**config.mk**
```make
export PLATFORM = sky130hd
export DESIGN_NAME = work_scheduler_flat
export DESIGN_NICKNAME = d
export VERILOG_FILES = /design/src/rtl/miner_pkg.sv /design/src/rtl/work_scheduler_if.sv /design/src/rtl/golden_fifo.sv /design/src/rtl/work_scheduler.sv /design/src/flat_wrapper.sv
export SDC_FILE = /design/constraint.sdc
export NUM_CORES = 1
export LEC_CHECK = 0
export CELL_PAD_IN_SITES_DETAIL_PLACEMENT = 2
export CELL_PAD_IN_SITES_GLOBAL_PLACEMENT = 2
export CORE_AREA = 4 4 313 315
export DETAILED_ROUTE_END_ITERATION = 6
export DIE_AREA = 0 0 317 319
export PLACE_DENSITY_LB_ADDON = 0.12
export REMOVE_ABC_BUFFERS = 1
export SETUP_SLACK_MARGIN = 0.02
export SYNTH_ARGS = -nofsm -noshare
export SYNTH_HDL_FRONTEND = slang
export SYNTH_HIERARCHICAL = 1
export SYNTH_SLANG_ARGS = --single-unit
export TNS_END_PERCENT = 1
```
**constraint.sdc**
```tcl
create_clock -name hash_clk -period 7.3 [get_ports hash_clk]
set_clock_uncertainty 0.15 [all_clocks]
set_input_delay 1.46 -clock hash_clk [delete_from_list [all_inputs] [get_ports hash_clk]]
set_output_delay 1.46 -clock hash_clk [all_outputs]
set_load 0.1 [all_outputs]
```
**src/rtl/miner_pkg.sv**
```systemverilog
// -----------------------------------------------------------------------------
// miner_pkg
// Shared types and constants for the hashing work scheduler.
//   sched_state_t    : scheduler FSM encoding (IDLE / HASH / DRAIN)
//   MIDSTATE_W       : midstate width handed to the first hasher stage
//   DATA_W           : header tail width (the 96 bits after the midstate)
//   NONCE_W          : nonce / result word width
//   DEF_PIPE_LATENCY : nonce-to-result latency of the sha256_pipe130+123 pair
//   DEF_GOLDEN_MATCH : hash_tail value that marks a golden ticket
// -----------------------------------------------------------------------------
package miner_pkg;

  localparam int MIDSTATE_W = 256;
  localparam int DATA_W     = 96;
  localparam int NONCE_W    = 32;

  localparam int                 DEF_PIPE_LATENCY = 254;
  localparam logic [NONCE_W-1:0] DEF_GOLDEN_MATCH = 32'hA41F32E7;

  typedef enum logic [1:0] {
    IDLE  = 2'd0,
    HASH  = 2'd1,
    DRAIN = 2'd2
  } sched_state_t;

endpackage

```
**src/rtl/work_scheduler_if.sv**
```systemverilog
// -----------------------------------------------------------------------------
// work_scheduler_if
// Bus between the comm block (master) and the work scheduler (slave).
//   work_valid/work_ready/work_midstate/work_data : new work, comm -> scheduler
//   gn_valid/gn_ready/gn_nonce                    : golden nonces, scheduler -> comm
//
// Handshake rule for both channels: a transfer happens on the rising clock edge
// where valid && ready are both high. The sender holds its payload stable while
// valid is high and ready is low; ready may be high with valid low.
// -----------------------------------------------------------------------------
interface work_scheduler_if;
  import miner_pkg::*;

  logic                  work_valid;
  logic                  work_ready;
  logic [MIDSTATE_W-1:0] work_midstate;
  logic [DATA_W-1:0]     work_data;

  logic                  gn_valid;
  logic                  gn_ready;
  logic [NONCE_W-1:0]    gn_nonce;

  modport master (
    output work_valid, work_midstate, work_data, gn_ready,
    input  work_ready, gn_valid, gn_nonce
  );

  modport slave (
    input  work_valid, work_midstate, work_data, gn_ready,
    output work_ready, gn_valid, gn_nonce
  );

endinterface

```
**src/rtl/golden_fifo.sv**
```systemverilog
// -----------------------------------------------------------------------------
// golden_fifo
// Small synchronous FIFO holding golden nonces for the comm block.
//   i_clk, i_rst_n : clock, synchronous active-low reset (empties the queue)
//   i_push, i_din  : write request and data; taken when not full, or when
//                    full and a pop happens in the same cycle
//   i_pop          : read request; ignored when empty
//   o_dout         : head entry, stable until popped
//   o_full/o_empty : occupancy flags
// DEPTH must be a power of two and at least 2.
// -----------------------------------------------------------------------------
module golden_fifo #(
  parameter int DEPTH = 4,
  parameter int WIDTH = 32
) (
  input  logic             i_clk,
  input  logic             i_rst_n,
  input  logic             i_push,
  input  logic [WIDTH-1:0] i_din,
  input  logic             i_pop,
  output logic [WIDTH-1:0] o_dout,
  output logic             o_full,
  output logic             o_empty
);

  localparam int           AW      = $clog2(DEPTH);
  localparam logic [AW:0]  PTR_ONE = (AW + 1)'(1);

  // One extra pointer bit separates full from empty when the indices match.
  logic [AW:0]      r_wr_ptr;
  logic [AW:0]      r_rd_ptr;
  logic [WIDTH-1:0] r_mem [DEPTH];

  logic w_do_pop;
  logic w_do_push;

  assign o_empty   = (r_wr_ptr == r_rd_ptr);
  assign o_full    = (r_wr_ptr[AW] != r_rd_ptr[AW]) &&
                     (r_wr_ptr[AW-1:0] == r_rd_ptr[AW-1:0]);
  assign w_do_pop  = i_pop && !o_empty;
  // A pop frees the head slot this edge, so a full queue can still take a push.
  assign w_do_push = i_push && (!o_full || w_do_pop);
  assign o_dout    = r_mem[r_rd_ptr[AW-1:0]];

  always_ff @(posedge i_clk) begin
    if (!i_rst_n) begin
      r_wr_ptr <= '0;
      r_rd_ptr <= '0;
    end else begin
      if (w_do_push) r_wr_ptr <= r_wr_ptr + PTR_ONE;
      if (w_do_pop)  r_rd_ptr <= r_rd_ptr + PTR_ONE;
    end
  end

  // Storage needs no reset: the pointers alone define what is valid.
  always_ff @(posedge i_clk) begin
    if (w_do_push) r_mem[r_wr_ptr[AW-1:0]] <= i_din;
  end

endmodule

```
**src/rtl/work_scheduler.sv**
```systemverilog
// -----------------------------------------------------------------------------
// work_scheduler
// Sequences the double-SHA256 hasher pair: takes work from the comm block,
// sweeps nonces 0..NONCE_LAST one per cycle, tracks the fixed hasher latency so
// each result is attributed to its nonce, and queues golden nonces.
//
// Ports
//   hash_clk, rst_n  : clock (rising edge), synchronous active-low reset
//   bus (slave)      : work_* handshake in, gn_* golden-nonce handshake out
//   pipe_midstate/pipe_data/pipe_nonce : operands to the hasher
//   hash_tail        : result word from the second hasher stage
//   busy             : state != IDLE
//   overflow         : sticky, a golden nonce was dropped on a full queue
//   hashes_done      : (WORK_SCHED_STATS_EN) saturating count of valid results
//   golden_count     : (WORK_SCHED_STATS_EN) wrapping count of queued goldens
//   o_dbg_state      : current FSM state
//
// Optional feature macro: WORK_SCHED_STATS_EN adds the two statistics outputs.
// -----------------------------------------------------------------------------
module work_scheduler
  import miner_pkg::*;
#(
  parameter int                 PIPE_LATENCY = DEF_PIPE_LATENCY,
  parameter logic [NONCE_W-1:0] GOLDEN_MATCH = DEF_GOLDEN_MATCH,
  parameter logic [NONCE_W-1:0] NONCE_LAST   = 32'hFFFFFFFF,
  parameter int                 FIFO_DEPTH   = 4
) (
  input  logic                  hash_clk,
  input  logic                  rst_n,
  work_scheduler_if.slave       bus,
  output logic [MIDSTATE_W-1:0] pipe_midstate,
  output logic [DATA_W-1:0]     pipe_data,
  output logic [NONCE_W-1:0]    pipe_nonce,
  input  logic [NONCE_W-1:0]    hash_tail,
  output logic                  busy,
  output logic                  overflow,
`ifdef WORK_SCHED_STATS_EN
  output logic [47:0]           hashes_done,
  output logic [15:0]           golden_count,
`endif
  output sched_state_t          o_dbg_state
);

  localparam int            CW         = $clog2(PIPE_LATENCY + 1);
  localparam logic [CW-1:0] WARM_MAX   = CW'(PIPE_LATENCY);
  localparam logic [CW-1:0] DRAIN_LAST = CW'(PIPE_LATENCY - 1);
  localparam logic [CW-1:0] CNT_ONE    = CW'(1);

  sched_state_t          r_state;
  sched_state_t          w_next;
  logic [MIDSTATE_W-1:0] r_pipe_midstate;
  logic [DATA_W-1:0]     r_pipe_data;
  logic [NONCE_W-1:0]    r_pipe_nonce;
  logic [CW-1:0]         r_warm;
  logic [CW-1:0]         r_drain;
  logic [NONCE_W-1:0]    r_res_nonce;
  logic                  r_overflow;

  logic                  w_ready;
  logic                  w_accept;
  logic                  w_res_valid;
  logic                  w_busy;
  logic                  w_match;
  logic                  w_pop;
  logic                  w_push_ok;
  logic                  w_fifo_full;
  logic                  w_fifo_empty;
  logic [NONCE_W-1:0]    w_fifo_dout;

  // Work is accepted in every state, so ready only depends on reset.
  assign w_ready  = rst_n;
  assign w_accept = bus.work_valid && w_ready;

  // ---------------------------------------------------------------------------
  // FSM: state register
  // ---------------------------------------------------------------------------
  always_ff @(posedge hash_clk) begin
    if (!rst_n) r_state <= IDLE;
    else        r_state <= w_next;
  end

  // ---------------------------------------------------------------------------
  // FSM: next state
  // ---------------------------------------------------------------------------
  always_comb begin
    w_next = r_state;
    case (r_state)
      IDLE:    w_next = IDLE;
      HASH:    if (r_pipe_nonce == NONCE_LAST) w_next = DRAIN;
      DRAIN:   if (r_drain == DRAIN_LAST)      w_next = IDLE;
      default: w_next = IDLE;
    endcase
    // New work restarts the sweep from any state.
    if (w_accept) w_next = HASH;
  end

  // ---------------------------------------------------------------------------
  // FSM: outputs
  // ---------------------------------------------------------------------------
  always_comb begin
    w_res_valid = 1'b0;
    w_busy      = 1'b0;
    case (r_state)
      HASH: begin
        // Results only belong to this work once the pipe has filled.
        w_res_valid = (r_warm == WARM_MAX);
        w_busy      = 1'b1;
      end
      DRAIN: begin
        w_res_valid = 1'b1;
        w_busy      = 1'b1;
      end
      default: begin
        w_res_valid = 1'b0;
        w_busy      = 1'b0;
      end
    endcase
  end

  // ---------------------------------------------------------------------------
  // Datapath: operands, latency counters, result attribution
  // ---------------------------------------------------------------------------
  always_ff @(posedge hash_clk) begin
    if (!rst_n) begin
      r_pipe_midstate <= '0;
      r_pipe_data     <= '0;
      r_pipe_nonce    <= '0;
      r_warm          <= '0;
      r_drain         <= '0;
      r_res_nonce     <= '0;
    end else if (w_accept) begin
      // Zeroing warm discards everything still in flight from older work.
      r_pipe_midstate <= bus.work_midstate;
      r_pipe_data     <= bus.work_data;
      r_pipe_nonce    <= '0;
      r_warm          <= '0;
      r_res_nonce     <= '0;
    end else begin
      if (r_state == HASH) begin
        // Holding at NONCE_LAST keeps the nonce from wrapping into DRAIN.
        if (r_pipe_nonce != NONCE_LAST) r_pipe_nonce <= r_pipe_nonce + 32'd1;
        if (r_warm != WARM_MAX)         r_warm       <= r_warm + CNT_ONE;
        r_drain <= '0;
      end else if (r_state == DRAIN) begin
        r_drain <= r_drain + CNT_ONE;
      end
      if (w_res_valid) r_res_nonce <= r_res_nonce + 32'd1;
    end
  end

  // ---------------------------------------------------------------------------
  // Golden-nonce queue
  // ---------------------------------------------------------------------------
  assign w_match   = w_res_valid && (hash_tail == GOLDEN_MATCH);
  assign w_pop     = !w_fifo_empty && bus.gn_ready;
  assign w_push_ok = w_match && (!w_fifo_full || w_pop);

  golden_fifo #(
    .DEPTH (FIFO_DEPTH),
    .WIDTH (NONCE_W)
  ) u_golden_fifo (
    .i_clk   (hash_clk),
    .i_rst_n (rst_n),
    .i_push  (w_match),
    .i_din   (r_res_nonce),
    .i_pop   (bus.gn_ready),
    .o_dout  (w_fifo_dout),
    .o_full  (w_fifo_full),
    .o_empty (w_fifo_empty)
  );

  always_ff @(posedge hash_clk) begin
    if (!rst_n)                                 r_overflow <= 1'b0;
    else if (w_match && w_fifo_full && !w_pop)  r_overflow <= 1'b1;
  end

`ifdef WORK_SCHED_STATS_EN
  logic [47:0] r_hashes_done;
  logic [15:0] r_golden_count;

  always_ff @(posedge hash_clk) begin
    if (!rst_n) begin
      r_hashes_done  <= '0;
      r_golden_count <= '0;
    end else begin
      if (w_res_valid && (r_hashes_done != '1)) r_hashes_done <= r_hashes_done + 48'd1;
      if (w_push_ok) r_golden_count <= r_golden_count + 16'd1;
    end
  end

  assign hashes_done  = r_hashes_done;
  assign golden_count = r_golden_count;
`endif

  // ---------------------------------------------------------------------------
  // Outputs
  // ---------------------------------------------------------------------------
  assign bus.work_ready = w_ready;
  assign bus.gn_valid   = !w_fifo_empty;
  assign bus.gn_nonce   = w_fifo_dout;
  assign pipe_midstate  = r_pipe_midstate;
  assign pipe_data      = r_pipe_data;
  assign pipe_nonce     = r_pipe_nonce;
  assign busy           = w_busy;
  assign overflow       = r_overflow;
  assign o_dbg_state    = r_state;

endmodule

```
**src/flat_wrapper.sv**
```systemverilog
// flat-port wrapper written by rule: the top's interface ports become plain ports
module work_scheduler_flat import miner_pkg::*;
#(
  parameter int                 PIPE_LATENCY = DEF_PIPE_LATENCY,
  parameter logic [NONCE_W-1:0] GOLDEN_MATCH = DEF_GOLDEN_MATCH,
  parameter logic [NONCE_W-1:0] NONCE_LAST   = 32'hFFFFFFFF,
  parameter int                 FIFO_DEPTH   = 4
)
  (hash_clk, rst_n, pipe_midstate, pipe_data, pipe_nonce, hash_tail, busy, overflow, o_dbg_state, bus_work_valid, bus_work_midstate, bus_work_data, bus_gn_ready, bus_work_ready, bus_gn_valid, bus_gn_nonce);
  work_scheduler_if bus_i ();
  input  logic hash_clk;
  input  logic rst_n;
  output logic [MIDSTATE_W-1:0] pipe_midstate;
  output logic [DATA_W-1:0] pipe_data;
  output logic [NONCE_W-1:0] pipe_nonce;
  input  logic [NONCE_W-1:0] hash_tail;
  output logic busy;
  output logic overflow;
  output sched_state_t o_dbg_state;
  input wire logic [$bits(bus_i.work_valid)-1:0] bus_work_valid;
  input wire logic [$bits(bus_i.work_midstate)-1:0] bus_work_midstate;
  input wire logic [$bits(bus_i.work_data)-1:0] bus_work_data;
  input wire logic [$bits(bus_i.gn_ready)-1:0] bus_gn_ready;
  output wire logic [$bits(bus_i.work_ready)-1:0] bus_work_ready;
  output wire logic [$bits(bus_i.gn_valid)-1:0] bus_gn_valid;
  output wire logic [$bits(bus_i.gn_nonce)-1:0] bus_gn_nonce;
  assign bus_i.work_valid = bus_work_valid;
  assign bus_i.work_midstate = bus_work_midstate;
  assign bus_i.work_data = bus_work_data;
  assign bus_i.gn_ready = bus_gn_ready;
  assign bus_work_ready = bus_i.work_ready;
  assign bus_gn_valid = bus_i.gn_valid;
  assign bus_gn_nonce = bus_i.gn_nonce;
  work_scheduler #(.PIPE_LATENCY(PIPE_LATENCY), .GOLDEN_MATCH(GOLDEN_MATCH), .NONCE_LAST(NONCE_LAST), .FIFO_DEPTH(FIFO_DEPTH)) u_core (.hash_clk(hash_clk), .rst_n(rst_n), .bus(bus_i), .pipe_midstate(pipe_midstate), .pipe_data(pipe_data), .pipe_nonce(pipe_nonce), .hash_tail(hash_tail), .busy(busy), .overflow(overflow), .o_dbg_state(o_dbg_state));
endmodule
```
==> flow_summary.json <==
{
  "status": "finished clean",
  "required_ns": 5.69,
  "viasPerCell": 4.371,
  "p_clk_frac": 0.423,
  "multiInputGateArea_mm2": 0.009119,
  "root_buffer": "clkbuf_16",
  "synth_xor_area_frac": 0.02098,
  "critPathKind": "reg -> out",
  "swShare": 0.3031,
  "switchingPower_uw": 2661,
  "wl_met3_mm": 7.988,
  "power_leakage_uw": 0.01261,
  "async_flop_share": 0,
  "synth_edf_count": 128,
  "clock_sinks": 571,
  "setup_tns_ns": 0,
  "hold_slack_ns": 0.3602,
  "die_w_um": 317,
  "synth_top_family_by_area": "multiplexers",
  "yosysMostFrequentCell": "dfxtp_1",
  "arrival_ns": 3.13,
  "ios": 810,
  "end_kind": "output port",
  "core_mm2": 0.09487,
  "fin_nets": 3033,
  "hold_path.class": "reg -> reg",
  "hold_violations": 0,
  "synth_top_area_frac": 0.3966,
  "cts-hold-fix-buffers": 0,
  "syn_area_mm2": 0.02236,
  "dr_total_vias": 17283,
  "avgSynthCellArea_um2": 12.15,
  "cts_tree": "built",
  "seq_area_mm2": 0.01271,
  "grt_usage": 0.1898,
  "synthMuxAreaShare": 0.1925,
  "synth_area_leaders": "dfxtp_1, edfxtp_1, mux2i_1",
  "cts_setup_buffers": 0,
  "synth_seq_area_share": 0.5685,
  "detail_route.drc_violations": 0,
  "finalCritPeriodShare": 0.6490,
  "vdd_drop_max_v": 0.0001255,
  "grt-ovfl-total": 0,
  "clkLatencyLatePin_ns": 0.61,
  "dr.pass1.iters": 5,
  "cts_buffer_depth": 3,
  "cts_buffers": 74,
  "start_util": 0.2357,
  "drive_gt1_frac": 0.07337,
  "clock.fmax_mhz": 211.1,
  "start_kind": "flip-flop",
  "port_buffers": 809,
  "hpwl_mm": 75.35,
  "synth-compound-area-share": 0.02417,
  "synthDistinctLibCells": 56,
  "rsz0062_at_grt": "no",
  "crit_chain": "buf_4 -> mux4_2 -> clkdlybuf4s50_1",
  "fp.dieH_um": 319,
  "setup_viol": 0,
  "cap_violations": 0,
  "seq_power_share": 0.387,
  "area_growth_pct": 52.60,
  "crit_path_max_incr_delay_ns": 1.04,
  "cts.clk_slew.worst_paths_ns": 0.06,
  "detail-route-antenna-nets": 0,
  "slowest_stage": "clkdlybuf4s50_1",
  "yosys_warnings": 6,
  "num_rows": 113,
  "drv_slew": 0,
  "relSlewSlack": 0.1918,
  "ys_seq_elements": 571,
  "antenna_found_initial": 16,
  "fin_util": 0.3597,
  "wirelength_mm": 98.58,
  "finalCriticalPeriod_ns": 4.738,
  "dieArea_mm2": 0.1011,
  "grt_pass1_vias": 19646,
  "cts_resized": 0,
  "synth_ff_type": "dfxtp_1",
  "critPathMaxFanout": 32,
  "drtIter0Drc": 622,
  "yosys.area_share.simple": 0.1623,
  "met2WireLength_mm": 54.46,
  "pwr-share-comb": 0.190,
  "postSynthCellCount": 1840,
  "ys_top_cells_by_count": "dfxtp_1, mux2i_1, nor2b_1, edfxtp_1, nor2_1",
  "synth_adder_area_share": 0.007274,
  "cts_htree_levels": 3,
  "grt_max_degree": 128,
  "dp.cells": 3821,
  "power_density_mw_per_mm2": 257.2,
  "fillerInstances": 9835,
  "gp_congestion": 0.7763,
  "top_layer": "met5",
  "wl_met1_mm": 34.71,
  "grt_pass1_wl_mm": 141.0,
  "synth_area_leader_cell": "dfxtp_1",
  "p_int_uw": 6117,
  "tightestPinTransition_ns": 1.209,
  "finalNonFillerCells": 3954,
  "wl_per_cell_um": 24.93
}
-- kinds of logic after synthesis --
group	Yosys count
xor gates and xnor gates	51
buffers and inverters	124
DFF	571
adders and majority gates	13
and+or+nand+nor	609
muxes	390
AOI/OAI and AO/OA	82
-- final timing paths --
kind / end / slack [ns] / from / cells after the start
max: bus_gn_nonce[25] / 2.56 / flip-flop / 3
min: u_core/overflow$_SDFFE_PN0P_ / 0.36 / u_core/overflow$_SDFFE_PN0P_ / 2
max reg2reg: u_core/u_golden_fifo/r_mem[0][4]$_DFFE_PP_ / 4.16 / u_core/o_dbg_state[1]$_SDFFE_PP0P_ / 9
min reg2reg: u_core/overflow$_SDFFE_PN0P_ / 0.36 / u_core/overflow$_SDFFE_PN0P_ / 2
-- layout by cell type, fill, tap and decap left out, types with 5 or more instances in the layout --
cell type and instances:
dfxtp_1 442, buf_4 32, clkbuf_1 20, edfxtp_1 128, o21ai_0 19, o31ai_1 7
nor3_1 10, xnor2_1 17, nand2_1 44, clkdlybuf4s50_1 789, nor2b_1 356, and3_1 13
mux4_2 32, clkbuf_8 10, nand3_1 24, clkinvlp_4 5, or3_1 18, nor4_1 5
bufinv_16 7, nand4_1 35, nor2_1 63, and4_1 9, or4_1 6, a21oi_1 34
clkinv_2 6, clkbuf_16 77, inv_1 15, ha_1 13, xor2_1 31, mux2i_1 358
-- power by group through the flow --
stage | Combinational [µW] | Clock (µW) | Sequential [µW]
finish | 1670 | 3710 | 3400
detailed placement | 1680 | 0 | 3460
global placement | 1660 | 0 | 3460
global route | 1720 | 4000 | 3410
floorplan | 213 | 0 | 4280
CTS | 1680 | 3880 | 3400
-- routing by layer --
layer | track usage | vias to the layer above
li1 | - | 8014
met4 | 0.03651 | 22
met3 | 0.07214 | 102
met2 | 0.3649 | 413
met5 | 0 | -
met1 | 0.1940 | 8732
-- registers in the layout, summed over array words and instances (netlist names), 3 cells and up, named ones only --
register and flops:
u_core/pipe_midstate 256, u_core/u_golden_fifo/r_rd_ptr 3, u_core/u_golden_fifo/r_mem 128, u_core/r_drain 8
u_core/r_res_nonce 32, u_core/pipe_data 96, u_core/u_golden_fifo/r_wr_ptr 3, u_core/pipe_nonce 32
u_core/r_warm 8
-- through the flow --
step / power, µW / instance area (µm²) / worst slack, ns
5_1_grt: 9141 / 34120 / 2.402
3_5_place_dp: 5142 / 31680 / 2.499
6_report: 8778 / 34130 / 2.562
2_1_floorplan: 4497 / 21870 / 3.247
3_3_place_gp: 5121 / 31680 / 2.514
4_1_cts: 8964 / 34120 / 2.442
-- area by class of cell --
cell class,count,share of cell area
diodes,4,0.0002933
clock buffers,106,0.06229
clock inverters,23,0.009130
inverters,15,0.001650
multi-input cells,1145,0.2672
flip-flops and latches,571,0.3726
well taps,1265,0.04638
repair buffers,825,0.2405
-- worst max-delay path, delay by kind of cell, from the launching register on --
| family | cells | cell delay, ns |
|---|---|---|
| buffers and inverters | 2 | 1.56 |
| multiplexers | 1 | 0.59 |
| flip-flops | 1 | 0.31 |
No activity file was read; power rests on OpenSTA's default activity.
